<file path="src/rtl/button_event_arbiter.sv">
// Push-button front end: synchronise, debounce and detect presses, then serialise
// them round-robin into a small event FIFO drained through a valid/ready handshake.
module button_event_arbiter #(
  parameter int N_BTN           = 3,
  parameter int ID_W            = 2,
  parameter int DEBOUNCE_CYCLES = 20000,
  parameter int CNT_W           = 16,
  parameter int FIFO_DEPTH      = 4
) (
  input  logic             clk,
  input  logic             rst_n,
  input  logic [N_BTN-1:0] btn_in,
  output logic [N_BTN-1:0] btn_level,
  output logic             evt_valid,
  output logic [ID_W-1:0]  evt_id,
  input  logic             evt_ready,
  output logic             evt_overrun
);

  localparam int PTR_W  = $clog2(FIFO_DEPTH);
  localparam int CNT_FW = PTR_W + 1;
  localparam logic [CNT_W-1:0] DB_LAST = CNT_W'(DEBOUNCE_CYCLES - 1);

  logic [N_BTN-1:0]  sync_a, sync_b, level_prev, press, pend, grant;
  logic [CNT_W-1:0]  db_cnt [N_BTN];
  logic [ID_W-1:0]   rr, grant_id, arb_idx;
  logic              grant_any, fifo_full, push, pop;
  logic [ID_W-1:0]   mem [FIFO_DEPTH];
  logic [PTR_W-1:0]  wr_ptr, rd_ptr;
  logic [CNT_FW-1:0] count;

  always_ff @(posedge clk or negedge rst_n) begin
    if (!rst_n) begin
      sync_a <= '0;
      sync_b <= '0;
    end else begin
      sync_a <= btn_in;
      sync_b <= sync_a;
    end
  end

  // A level change is accepted only after DEBOUNCE_CYCLES consecutive mismatches.
  always_ff @(posedge clk or negedge rst_n) begin
    if (!rst_n) begin
      btn_level  <= '0;
      level_prev <= '0;
      for (int i = 0; i < N_BTN; i++) db_cnt[i] <= '0;
    end else begin
      level_prev <= btn_level;
      for (int i = 0; i < N_BTN; i++) begin
        if (sync_b[i] == btn_level[i]) begin
          db_cnt[i] <= '0;
        end else if (db_cnt[i] == DB_LAST) begin
          btn_level[i] <= sync_b[i];
          db_cnt[i]    <= '0;
        end else begin
          db_cnt[i] <= db_cnt[i] + CNT_W'(1);
        end
      end
    end
  end

  assign press       = btn_level & ~level_prev;
  assign evt_overrun = |(press & pend & ~grant);
  assign fifo_full   = (count == CNT_FW'(FIFO_DEPTH));

  always_comb begin
    grant_any = 1'b0;
    grant_id  = '0;
    arb_idx   = '0;
    if (!fifo_full) begin
      for (int k = 1; k <= N_BTN; k++) begin
        arb_idx = ID_W'((int'(rr) + k) % N_BTN);
        if (!grant_any && pend[arb_idx]) begin
          grant_any = 1'b1;
          grant_id  = arb_idx;
        end
      end
    end
  end

  assign grant = grant_any ? (N_BTN'(1) << grant_id) : '0;

  // A press coinciding with its own grant keeps the button pending.
  always_ff @(posedge clk or negedge rst_n) begin
    if (!rst_n) begin
      pend <= '0;
      rr   <= ID_W'(N_BTN - 1);
    end else begin
      pend <= (pend & ~grant) | press;
      if (grant_any) rr <= grant_id;
    end
  end

  assign push = grant_any;
  assign pop  = evt_valid && evt_ready;

  always_ff @(posedge clk) begin
    if (push) mem[wr_ptr] <= grant_id;
  end

  always_ff @(posedge clk or negedge rst_n) begin
    if (!rst_n) begin
      wr_ptr <= '0;
      rd_ptr <= '0;
      count  <= '0;
    end else begin
      if (push) wr_ptr <= wr_ptr + PTR_W'(1);
      if (pop)  rd_ptr <= rd_ptr + PTR_W'(1);
      case ({push, pop})
        2'b10:   count <= count + CNT_FW'(1);
        2'b01:   count <= count - CNT_FW'(1);
        default: count <= count;
      endcase
    end
  end

  assign evt_valid = (count != '0);
  assign evt_id    = evt_valid ? mem[rd_ptr] : '0;

endmodule

</file>
<file path="config.mk">
export PLATFORM = sky130hd
export DESIGN_NAME = button_event_arbiter
export DESIGN_NICKNAME = d
export VERILOG_FILES = /design/src/rtl/button_event_arbiter.sv
export SDC_FILE = /design/constraint.sdc
export NUM_CORES = 1
export LEC_CHECK = 0
export BUFFER_PORTS_ARGS = -buffer_cell sky130_fd_sc_hd__buf_2
export CAP_MARGIN = 15
export CORE_ASPECT_RATIO = 0.9
export CORE_MARGIN = 4
export CORE_UTILIZATION = 39
export DETAILED_ROUTE_END_ITERATION = 8
export PLACE_DENSITY = 0.55
export SLEW_MARGIN = 25
export SYNTH_ARGS = -nofsm -noshare
export SYNTH_HDL_FRONTEND = slang
export SYNTH_SLANG_ARGS = --single-unit
</file>
<file path="constraint.sdc">
create_clock -name clk -period 3.82 [get_ports clk]
set_input_delay 0.382 -clock clk [delete_from_list [all_inputs] [get_ports clk]]
set_output_delay 0.382 -clock clk [all_outputs]
set_load 0.01 [all_outputs]
</file>
**Word level (Yosys, flattened, before mapping)**

Memories as Yosys holds them, arrays and structs flattened.
Index checks and enable logic that the tools add are counted.

- Bits in registers: 72
- RAM bits: 8
- Output and inout bits: 7
- Logic and storage cells: 89
- Memories kept: 1

Memory list:

| name | depth | width | read ports | clocked after Yosys merged registers in | write ports | line | source |
|---|---|---|---|---|---|---|---|
| mem | 4 | 2 | 1 | 0 | 1 | 28 | `logic [ID_W-1:0] mem [FIFO_DEPTH];` |

- Add/sub/neg operators: 10
- Divide/modulo/power cells: 3
- Order comparisons: 3
- Equality and inequality tests: 9
- Shifts and indexed selects: 1
- Muxes and demuxes: 27
- Bitwise operators: 10
- Reduce and logical (&&, ||, !) cells: 11

Operators by type and width:

| operator | count |
|---|---|
| 32-bit by 3-bit remainder unit with 32-bit output (second input constant) | 3 |
| 16-bit two-way mux | 6 |
| 16-bit by 1-bit adder with 16-bit output (second input constant) | 3 |
| 16-bit by 15-bit == test with 1-bit output (second input constant) | 3 |
| 3-bit AND | 4 |
| 1-bit two-way mux | 11 |
| 2-bit two-way mux | 5 |
| 2-bit by 3-bit < comparator with 1-bit output (second input constant) | 3 |
| 2-bit by 2-bit adder with 3-bit output (second input constant) | 2 |
| 1-bit binary-select mux with 2-bit select | 3 |
| 3-bit inverter | 2 |
| 3-bit one-hot mux with 2 select lines | 1 |
| 2-bit AND reduction | 3 |
| 2-bit by 1-bit adder with 2-bit output (second input constant) | 2 |
| 2-bit by 1-bit adder with 3-bit output (second input constant) | 1 |
| 3-bit by 1-bit adder with 3-bit output (second input constant) | 1 |
| 1-bit == test | 3 |
| 3-bit == test (second input constant) | 1 |
| 1-bit logical AND | 3 |
| 3-bit two-way mux | 1 |
| 1-bit inverter | 3 |
| 3-bit OR | 1 |
| 3-bit nonzero test | 1 |
| 3-bit OR reduction | 1 |
| other kinds (6) | 7 |

**Depth between registers and ports, before layout**

Gate-level depths: netlist of run 1.

- Depth after elaboration: 19
- Mapped depth: 14

**Least setup slack after synthesis of run 1**

Ideal clock, no wire load.

- Kind: register to register
- Start point: register rr[1]
- End point: register count[2]
- Arrival: 2.645 ns
- Path slack: 1.096 ns
- Stages on the path, launching flop included: 13
- Cells stage by stage: dfstp_2 > ha_1 > nor2b_2 > o21a_1 > o31a_1 > buf_2 > inv_1 > ha_1 > inv_1 > fa_1 > xor2_1 > nor2_1 > xor2_1

- Cells in the longest elaborated chain, start to end: 16
- Elaborated cells between the ends (all ways): 26
- Classes of those cells: add/sub: 3; div: 3; eq/ne: 2; mux: 13; reduce/logical: 5

Ends and longest elaborated chain:

| what | line | source |
|---|---|---|
| start, declared | 26 | `logic [ID_W-1:0] rr, grant_id, arb_idx;` |
| start signal, assigned | 88 | `rr <= ID_W'(N_BTN - 1);` |
| start signal, assigned | 91 | `if (grant_any) rr <= grant_id;` |
| 2-bit by 1-bit adder with 3-bit output | 73 | `arb_idx = ID_W'((int'(rr) + k) % N_BTN);` |
| 32-bit by 3-bit remainder unit with 32-bit output | 73 |  |
| 1-bit binary-select mux with 2-bit select | 74 | `if (!grant_any && pend[arb_idx]) begin` |
| 1-bit two-way mux (not written as such) | 74 |  |
| 1-bit two-way mux | 74 |  |
| 1-bit two-way mux | 71 | `if (!fifo_full) begin` |
| 1-bit logical NOT | 74 |  |
| 1-bit logical AND | 74 |  |
| 1-bit two-way mux | 74 |  |
| 1-bit two-way mux | 71 |  |
| 1-bit logical NOT | 74 |  |
| 1-bit logical AND | 74 |  |
| 1-bit two-way mux (*) | 74 |  |
| 1-bit two-way mux (*) | 71 |  |
| 2-bit by 1-bit == test with 1-bit output / 2-bit == test (equally long branches) | 110 | `case ({push, pop})` |
| 3-bit one-hot mux with 2 select lines / 2-bit nonzero test (equally long branches) | - |  |
| end signal, assigned | 111 | `2'b10: count <= count + CNT_FW'(1);` |
| end signal, assigned | 112 | `2'b01: count <= count - CNT_FW'(1);` |
| end signal, assigned | 113 | `default: count <= count;` |
| end, declared | 30 | `logic [CNT_FW-1:0] count;` |

Mark *: on every way between the ends. The rest lies on a longest branch, timed or not. The select of a mux whose other input is x is not followed.
A chain may end at the register's enable or synchronous reset.

**Final worst setup path of run 1**

- Start point: register rr[0]
- End point: output port evt_overrun

- Cells in the longest elaborated chain, start to end: 19
- Elaborated cells between the ends (all ways): 31
- Classes of those cells: add/sub: 3; div: 3; shift: 1; mux: 17; bitwise: 2; reduce/logical: 5

Ends and longest elaborated chain:

| what | line | source |
|---|---|---|
| 2-bit by 1-bit adder with 3-bit output | 73 |  |
| 32-bit by 3-bit remainder unit with 32-bit output | 73 |  |
| 1-bit binary-select mux with 2-bit select | 74 |  |
| 1-bit two-way mux (not written as such) | 74 |  |
| 1-bit two-way mux | 74 |  |
| 1-bit two-way mux | 71 |  |
| 1-bit logical NOT | 74 |  |
| 1-bit logical AND | 74 |  |
| (+3 left out) | - |  |
| 1-bit logical AND | 74 |  |
| 2-bit two-way mux | 74 |  |
| 2-bit two-way mux | 71 |  |
| 1-bit by 2-bit << shifter with 3-bit output | 82 | `assign grant = grant_any ? (N_BTN'(1) << grant_id) : '0;` |
| 3-bit two-way mux (*) | 82 |  |
| 3-bit inverter (*) | 64 | `assign evt_overrun = \|(press & pend & ~grant);` |
| 3-bit AND (*) | 64 |  |
| 3-bit OR reduction (*) | 64 |  |
| end, declared | 17 | `output logic evt_overrun` |

Marked as above.

==> results of run 1 <==
## area by class of cell
class / count / share of cell area, %
multi-input cells: 258 / 40.23
flip-flops and latches: 80 / 47.82
well taps: 126 / 3.690
inverters: 17 / 1.493
repair buffers: 12 / 1.552
clock inverters: 5 / 1.406
clock buffers: 11 / 3.807
## how the worst max path moves through the flow
stage	start	cells past startpoint	to	slack, ps
6_report	rr[0]	8	evt_overrun	820
5_1_grt	rr[0]	8	evt_overrun	650
4_1_cts	rr[0]	8	evt_overrun	820
3_5_place_dp	rr[0]	12	count[2]	950
3_3_place_gp	rr[1]	11	count[2]	1020
2_1_floorplan	rr[1]	12	count[2]	1100
## power by group through the flow
| stage | Combinational, mW | Clock [mW] | Sequential [mW] |
|---|---|---|---|
| global route | 0.199 | 0.756 | 0.942 |
| detailed placement | 0.177 | 0 | 0.953 |
| global placement | 0.173 | 0 | 0.951 |
| floorplan | 0.127 | 0 | 0.943 |
| finish | 0.172 | 0.687 | 0.934 |
| CTS | 0.178 | 0.717 | 0.935 |
## cells by family after synthesis
logic type | synth area share [%]
buffers and inverters | 2.275
muxes | 2.697
and+or+nand+nor | 21.51
AOI/OAI and AO/OA | 4.420
xor gates and xnor gates | 11.60
DFF | 53.07
adders and majority gates | 4.420
## per-stage QoR
step           setup slack (ps)  cell area (um^2)  total power, mW  utilization (%)
2_1_floorplan              1096              3850            1.070                -
3_3_place_gp               1020              4046            1.124            41.90
3_5_place_dp              945.3              4046            1.130            41.90
4_1_cts                   815.5              4269            1.830            44.21
5_1_grt                   646.9              4273            1.897            44.25
6_report                  819.6              4273            1.793            44.25
## synthesized netlist by cell type, drive strengths merged (3+ instances only)
| cell type | count | area, um^2 |
|---|---|---|
| nor3b | 3 | 22.52 |
| nor2 | 60 | 225.2 |
| nor3 | 7 | 35.03 |
| ha | 12 | 150.1 |
| nand3 | 13 | 65.06 |
| mux2 | 4 | 48.79 |
| a21oi | 3 | 15.01 |
| nand2b | 4 | 27.53 |
| and4 | 5 | 43.79 |
| nand2 | 33 | 123.9 |
| and3 | 6 | 37.54 |
| and2 | 13 | 81.33 |
| xor2 | 30 | 262.8 |
| xnor2 | 21 | 183.9 |
| inv | 17 | 63.81 |
| dfrtp | 71 | 1777 |
| edfxtp | 8 | 240.2 |
| nand4 | 7 | 43.79 |
| o21ai | 5 | 25.02 |
| nor2b | 5 | 33.78 |
## worst max-delay path: stages (launching register included)
cell and delay, ps:
sky130_fd_sc_hd__dfrtp_1 390, sky130_fd_sc_hd__inv_1 80, sky130_fd_sc_hd__ha_1 380, sky130_fd_sc_hd__nor2b_2 210, sky130_fd_sc_hd__o21a_1 240, sky130_fd_sc_hd__o41ai_2 310, sky130_fd_sc_hd__a21oi_1 120, sky130_fd_sc_hd__or3b_1 400
sky130_fd_sc_hd__buf_2 150
## per-layer routing
metal / up-vias / GRT usage [%] / share of wire (%) / wire length (um)
met5: - / 0 / 0 / 0
met1: 1118 / 16.89 / 52 / 3289
met3: 6 / 3.967 / 3.1 / 198
li1: 1233 / - / - / -
met2: 39 / 19.26 / 44 / 2791
met4: 0 / 5.268 / 1.3 / 83
## flip-flops by register name (all words and copies together) (netlist names)
register    count
db_cnt         48
mem             8
btn_level       3
count           3
level_prev      3
pend            3
sync_a          3
sync_b          3
rd_ptr          2
rr              2
wr_ptr          2
==> results.md, run 1 <==
* **Max Transition Viols Final** 0
* **leakage power** 1.847 nW
* **Max Root-Sink Buffers** 2
* **Ys Warns** 0
* **leading register cell type out of synthesis** sky130_fd_sc_hd__dfrtp_1
* **biggest fanout along the worst timing path** 7
* **number of buffers created by CTS** 9
* **nets@finish** 397
* **Final setup violation count** 0
* **setup repair bufs after CTS** 0
* **number of distinct library cell variants in the gate-level netlist after synthesis** 51
* **die outline width** 112.7 um
* **synthesized netlist net count** 378
* **DR iter-0 viols** 105
* **unrepaired setup endpoints after global routing** false
* **maxcap violations** 0
* **Area growth, synth to finish** 10.98%
* **run status** finished clean
* **pin count of the biggest net entering global routing** 73
* **Placed Cells incl. Taps** 493
* **worst endpoint required time** 3440 ps
* **Worst slew margin** 57.59%
* **number of instances resized during post-cts repair** 0
* **CTS clk-pin slew, worst paths** 90 ps
* **share of the clock period used by the worst path** 78.55%
* **wire length of the first global-routing pass** 11.60 mm
* **setup_tns** 0 ps
* **number of standard-cell rows in the floorplan** 34
* **final hold slack** 22.00 ps
* **final antenna diode count** 0
* **internal power summed over all cells** 1.334 mW
* **post-synthesis instance total** 359
* **maximum resistive drop on vdd** 0.2508 mV
* **overall track demand over capacity in global routing** 12.66%
* **final WL** 6.363 mm
* **power spent charging and discharging nets** 0.4591 mW
* **via count of the first global-routing pass** 2440
* **final weighted congestion of routability-driven global placement** 0.7751
* **DPL Wire Length** 4.285 mm
* **total via count in the routed design** 2396
* **Clock Power Share** 38.3%
* **number of flops mapped to enable cells by yosys** 8
* **most common cell after layout, fill and taps aside** sky130_fd_sc_hd__dfrtp_1
* **Switching Fraction** 25.60%
* **# IOs** 13
* **register-to-register setup slack** 960 ps
* **final worst path period need** 3000 ps
* **Post-synth ARST share** 90.00%
* **sink count of the clock tree** 80
* **FF/Latch Area** 0.002043 mm^2
* **fraction of final layout cells sized beyond drive strength 1** 11.49%
* **worst r2r path cells** 12
* **buffers added on ports** 12
* **total iterations of the first detailed-routing run** 4
* **share of total power in combinational logic** 9.6%
* **sequential element share of the synthesized area** 53.07%
* **H-Tree Depth** 3
* **DR WL/cell** 12.50 um
* **Critical Path Sink Type** output pin
* **maximum operating frequency** 0.3333 GHz
* **area inside the core boundary** 0.009657 mm^2
* **starting utilization of the core area** 39.87%
* **multi-input gate area in the final layout** 0.001719 mm^2
* **power density of the placed cells** 419.7 mW/mm^2
* **Clk Latency, worst-skew pair** 350 ps
* **r2r startpoint** rr[0]
* **start-to-end type of the worst setup path** reg2out
* **highest-count cells in the layout ignoring fill and taps** sky130_fd_sc_hd__dfrtp_1 (71), sky130_fd_sc_hd__nor2_1 (60), sky130_fd_sc_hd__nand2_1 (33)
* **Die Span Y** 102.3 um
* **initial antenna violation count** 0
* **final-report hold violation count** 0
* **number of nets still failing antenna checks after routing** 0
* **netlist area before placement** 0.003850 mm^2
* **Avg Vias per Cell** 4.707
* **aggregate global routing overflow** 0
* **root buffer cell** sky130_fd_sc_hd__clkbuf_8
* **startpoint class of the critical path** flop
* **end of the worst register-to-register path** count[2]
* **detailed-route DRC error count** 0
* **clk_skew** 9.914 ps
* **synthesized flop and latch total** 80
* **final-layout fill cell count** 910
* **TritonCTS clock tree** built
* **number of hold-repair buffers added at the cts stage** 0
* **synthesized area divided by synthesized cell count** 10.72 um^2
* **register share of total power** 52.1%
* **number of standard cells in the layout, taps in and fillers out** 509
* **arrival time at the worst endpoint** 2620 ps
* **transition at the pin with the smallest max-transition slack** 636.2 ps
* **floorplan die area** 0.01153 mm^2
* **type of the tightest min-delay check** in2async
No activity file was read; power rests on OpenSTA's default activity.
==> run 2: changes to the inputs <==
--- a/config.mk
+++ b/config.mk
@@ -11,7 +11,7 @@
 export CORE_MARGIN = 4
 export CORE_UTILIZATION = 39
 export DETAILED_ROUTE_END_ITERATION = 8
-export PLACE_DENSITY = 0.55
+export PLACE_DENSITY = 0.57
 export SLEW_MARGIN = 25
 export SYNTH_ARGS = -nofsm -noshare
 export SYNTH_HDL_FRONTEND = slang
==> constraint.sdc (replaced) <==
create_clock -name clk -period 2.4 [get_ports clk]
set_input_delay 0.24 -clock clk [delete_from_list [all_inputs] [get_ports clk]]
set_output_delay 0.24 -clock clk [all_outputs]
set_load 0.01 [all_outputs]
==> results.md, run 2 (same netlist as run 1, synthesis figures left out) <==
* **run status** finished with violations, was finished clean
* **failing checks** negative setup slack
* **DR WL/cell** 12.62 um, was 12.50 um
* **cell type group with the largest total delay on the critical path** simple AND/OR/NAND/NOR gates, was compound AO/OA/AOI/OAI gates
* **DR iter-0 viols** 74, was 105
* **final WL** 6.664 mm, was 6.363 mm
* **# IOs** 13, unchanged
* **Die Span Y** 102.3 um, unchanged
* **worst endpoint required time** 2160 ps, was 3440 ps
* **sink count of the clock tree** 80, unchanged
* **Clk Latency, worst-skew pair** 360 ps, was 350 ps
* **share of total power in combinational logic** 10.8%, was 9.6%
* **final worst path period need** 2803 ps
* **unrepaired setup endpoints after global routing** true, was false
* **via count of the first global-routing pass** 2629, was 2440
* **arrival time at the worst endpoint** 2560 ps, was 2620 ps
* **root buffer cell** sky130_fd_sc_hd__clkbuf_8, unchanged
* **maximum resistive drop on vdd** 0.3794 mV, was 0.2508 mV
* **met2 routing resource usage after global routing** 21.27%, was 19.26%
* **overall power after layout** 2.887 mW, was 1.793 mW
* **area inside the core boundary** 0.009657 mm^2, unchanged
* **number of standard-cell rows in the floorplan** 34, unchanged
* **biggest fanout along the worst timing path** 5, was 7
* **max reg flops** 48, unchanged
* **die outline width** 112.7 um, unchanged
* **Clock Power Share** 37.7%, was 38.3%
* **clk_skew** 8.309 ps, was 9.914 ps
* **final antenna diode count** 0, unchanged
* **H-Tree Depth** 3, unchanged
* **number of buffers created by CTS** 9, unchanged
* **total iterations of the first detailed-routing run** 4, unchanged
* **pin count of the biggest net entering global routing** 73, unchanged
* **slowest cell delay on critical path** 590 ps, was 400 ps
* **initial antenna violation count** 0, unchanged
* **type of the tightest min-delay check** in2async, unchanged
* **Final setup violation count** 2, was 0
* **maximum operating frequency** 0.3568 GHz
* **routing usage on met3** 4.855%, was 3.967%
* **final weighted congestion of routability-driven global placement** 0.7641, was 0.7751
* **floorplan die area** 0.01153 mm^2, unchanged
* **utilization after layout** 47.25%, was 44.25%
* **buffers added on ports** 12, unchanged
* **Area growth, synth to finish** 18.52%, was 10.98%
* **nets@finish** 416, was 397
* **busiest grt layer** met2, unchanged
* **library cell contributing the largest single delay on the critical path** sky130_fd_sc_hd__dfstp_2, was sky130_fd_sc_hd__or3b_1
* **largest registers** db_cnt: 48 flops, mem: 8 flops, unchanged
* **wire length of the first global-routing pass** 11.96 mm, was 11.60 mm
* **startpoint class of the critical path** flop, unchanged
* **buffering stage count on the worst path with inverters included** 3, was 2
* **met1 track utilization from global routing** 16.22%, was 16.89%
* **starting utilization of the core area** 39.87%, unchanged
* **Place WS** -52.76 ps, was 945.3 ps
* **total via count in the routed design** 2509, was 2396
* **Switching Fraction** 25.40%, was 25.60%
* **Max Transition Viols Final** 0, unchanged
* **final worst setup slack** -402.7 ps, was 819.6 ps
* **Max Root-Sink Buffers** 2, unchanged
* **overall track demand over capacity in global routing** 13.01%, was 12.66%
* **power spent charging and discharging nets** 0.7333 mW, was 0.4591 mW
* **critical path, cell by cell** ha_4 -> buf_6 -> nor4bb_4 -> o31ai_4 -> buf_4 -> o41ai_4 -> a21oi_1 -> or3b_1 -> buf_2, was inv_1 -> ha_1 -> nor2b_2 -> o21a_1 -> o41ai_2 -> a21oi_1 -> or3b_1 -> buf_2
* **Avg Vias per Cell** 4.752, was 4.707
* **CTS clk-pin slew, worst paths** 80 ps, was 90 ps
* **start-to-end type of the worst setup path** reg2out, unchanged
* **final-report hold violation count** 0, unchanged
* **transition at the pin with the smallest max-transition slack** 881.5 ps, was 636.2 ps
* **Critical Path Sink Type** output pin, unchanged
* **register share of total power** 51.5%, was 52.1%
* **Placed Instance Area** 0.004195 mm^2, was 0.004046 mm^2
* **internal power summed over all cells** 2.154 mW, was 1.334 mW
* **Worst slew margin** 41.23%, was 57.59%
* **aggregate global routing overflow** 0, unchanged
* **final-layout fill cell count** 877, was 910
* **TritonCTS clock tree** built, unchanged
* **number of nets still failing antenna checks after routing** 0, unchanged
* **register with the most flip-flops** db_cnt, unchanged
* **most common cell after layout, fill and taps aside** sky130_fd_sc_hd__dfrtp_1, unchanged
* **fraction of final layout cells sized beyond drive strength 1** 18.66%, was 11.49%
* **DPL Wire Length** 4.370 mm, was 4.285 mm
* **highest-count cells in the layout ignoring fill and taps** sky130_fd_sc_hd__dfrtp_1 (71), sky130_fd_sc_hd__nor2_1 (60), sky130_fd_sc_hd__nand2_1 (33), unchanged
* **share of the clock period used by the worst path** 116.8%
* **maxcap violations** 0, unchanged
* **leakage power** 1.961 nW, was 1.847 nW
* **final standard cell area without fillers** 0.004563 mm^2, was 0.004273 mm^2
* **power density of the placed cells** 632.7 mW/mm^2, was 419.7 mW/mm^2
* **detailed-route DRC error count** 0, unchanged
[run 2: cell count changes in the layout (fill, tap and decap cells not counted), moves of 3 or more]
| cell | before | now |
|---|---|---|
| sky130_fd_sc_hd__buf_4 | 0 | 15 |
| sky130_fd_sc_hd__ha_1 | 12 | 7 |
| sky130_fd_sc_hd__ha_4 | 0 | 5 |
| sky130_fd_sc_hd__inv_1 | 17 | 13 |
| sky130_fd_sc_hd__dlygate4sd3_1 | 0 | 3 |
| sky130_fd_sc_hd__inv_2 | 0 | 3 |
[run 2: metal layers]
layer	vias up	part of all wire [%]	wire, um
met5	-	0	0
li1	1269	-	-
met1	1210	50	3330
met4	0	1.2	78
met3	6	3.6	239
met2	24	45	3015
[run 2: power groups by stage]
stage / clock, mW / combinational (mW) / sequential [mW]
after floorplan: 0 / 0.218 / 1.50
after global placement: 0 / 0.308 / 1.51
after detailed placement: 0 / 0.315 / 1.52
after CTS: 1.13 / 0.319 / 1.49
after global routing: 1.20 / 0.353 / 1.50
final: 1.09 / 0.311 / 1.49
[run 2: worst paths after layout]
kind | start | endpoint | slack [ps] | depth (start not counted)
max | rr[1] | evt_overrun | -400 | 9
max reg2reg | rr[1] | count[2] | -100 | 11
max in group asynchronous | rst_n | db_cnt[27] | 1830 | 1
min in group clk | evt_ready | rd_ptr[0] | 300 | 3
min | rst_n | db_cnt[39] | 4 | 1
min reg2reg | sync_a[1] | sync_b[1] | 350 | 0
[run 2: area by class of cell]
type / count / area, um^2 / area share (%)
Timing Repair Buffer: 31 / 220.2 / 4.826
Sequential cell: 80 / 2043 / 44.78
Inverter: 17 / 66.31 / 1.453
Clock inverter: 5 / 60.06 / 1.316
Tap cell: 126 / 157.7 / 3.455
Clock buffer: 11 / 162.7 / 3.565
Multi-Input combinational cell: 258 / 1853 / 40.61
[run 2: metrics by stage]
stage | TNS [ps] | instances | hold WS (ps)
2_1_floorplan | -110.1 | 359 | -55.59
3_3_place_gp | -14.74 | 506 | 332.3
3_5_place_dp | -52.76 | 506 | 335.5
4_1_cts | -479.0 | 528 | 31.84
5_1_grt | -839.7 | 528 | 66.89
6_report | -499.4 | 528 | 3.716
[run 2: timing repair]
item	CTS	global route
pin swaps	9	3
hold buffers	3	0
hold endpoints to repair	3	0
setup buffers	3	0
setup endpoints to repair	2	3
resized for setup	8	8
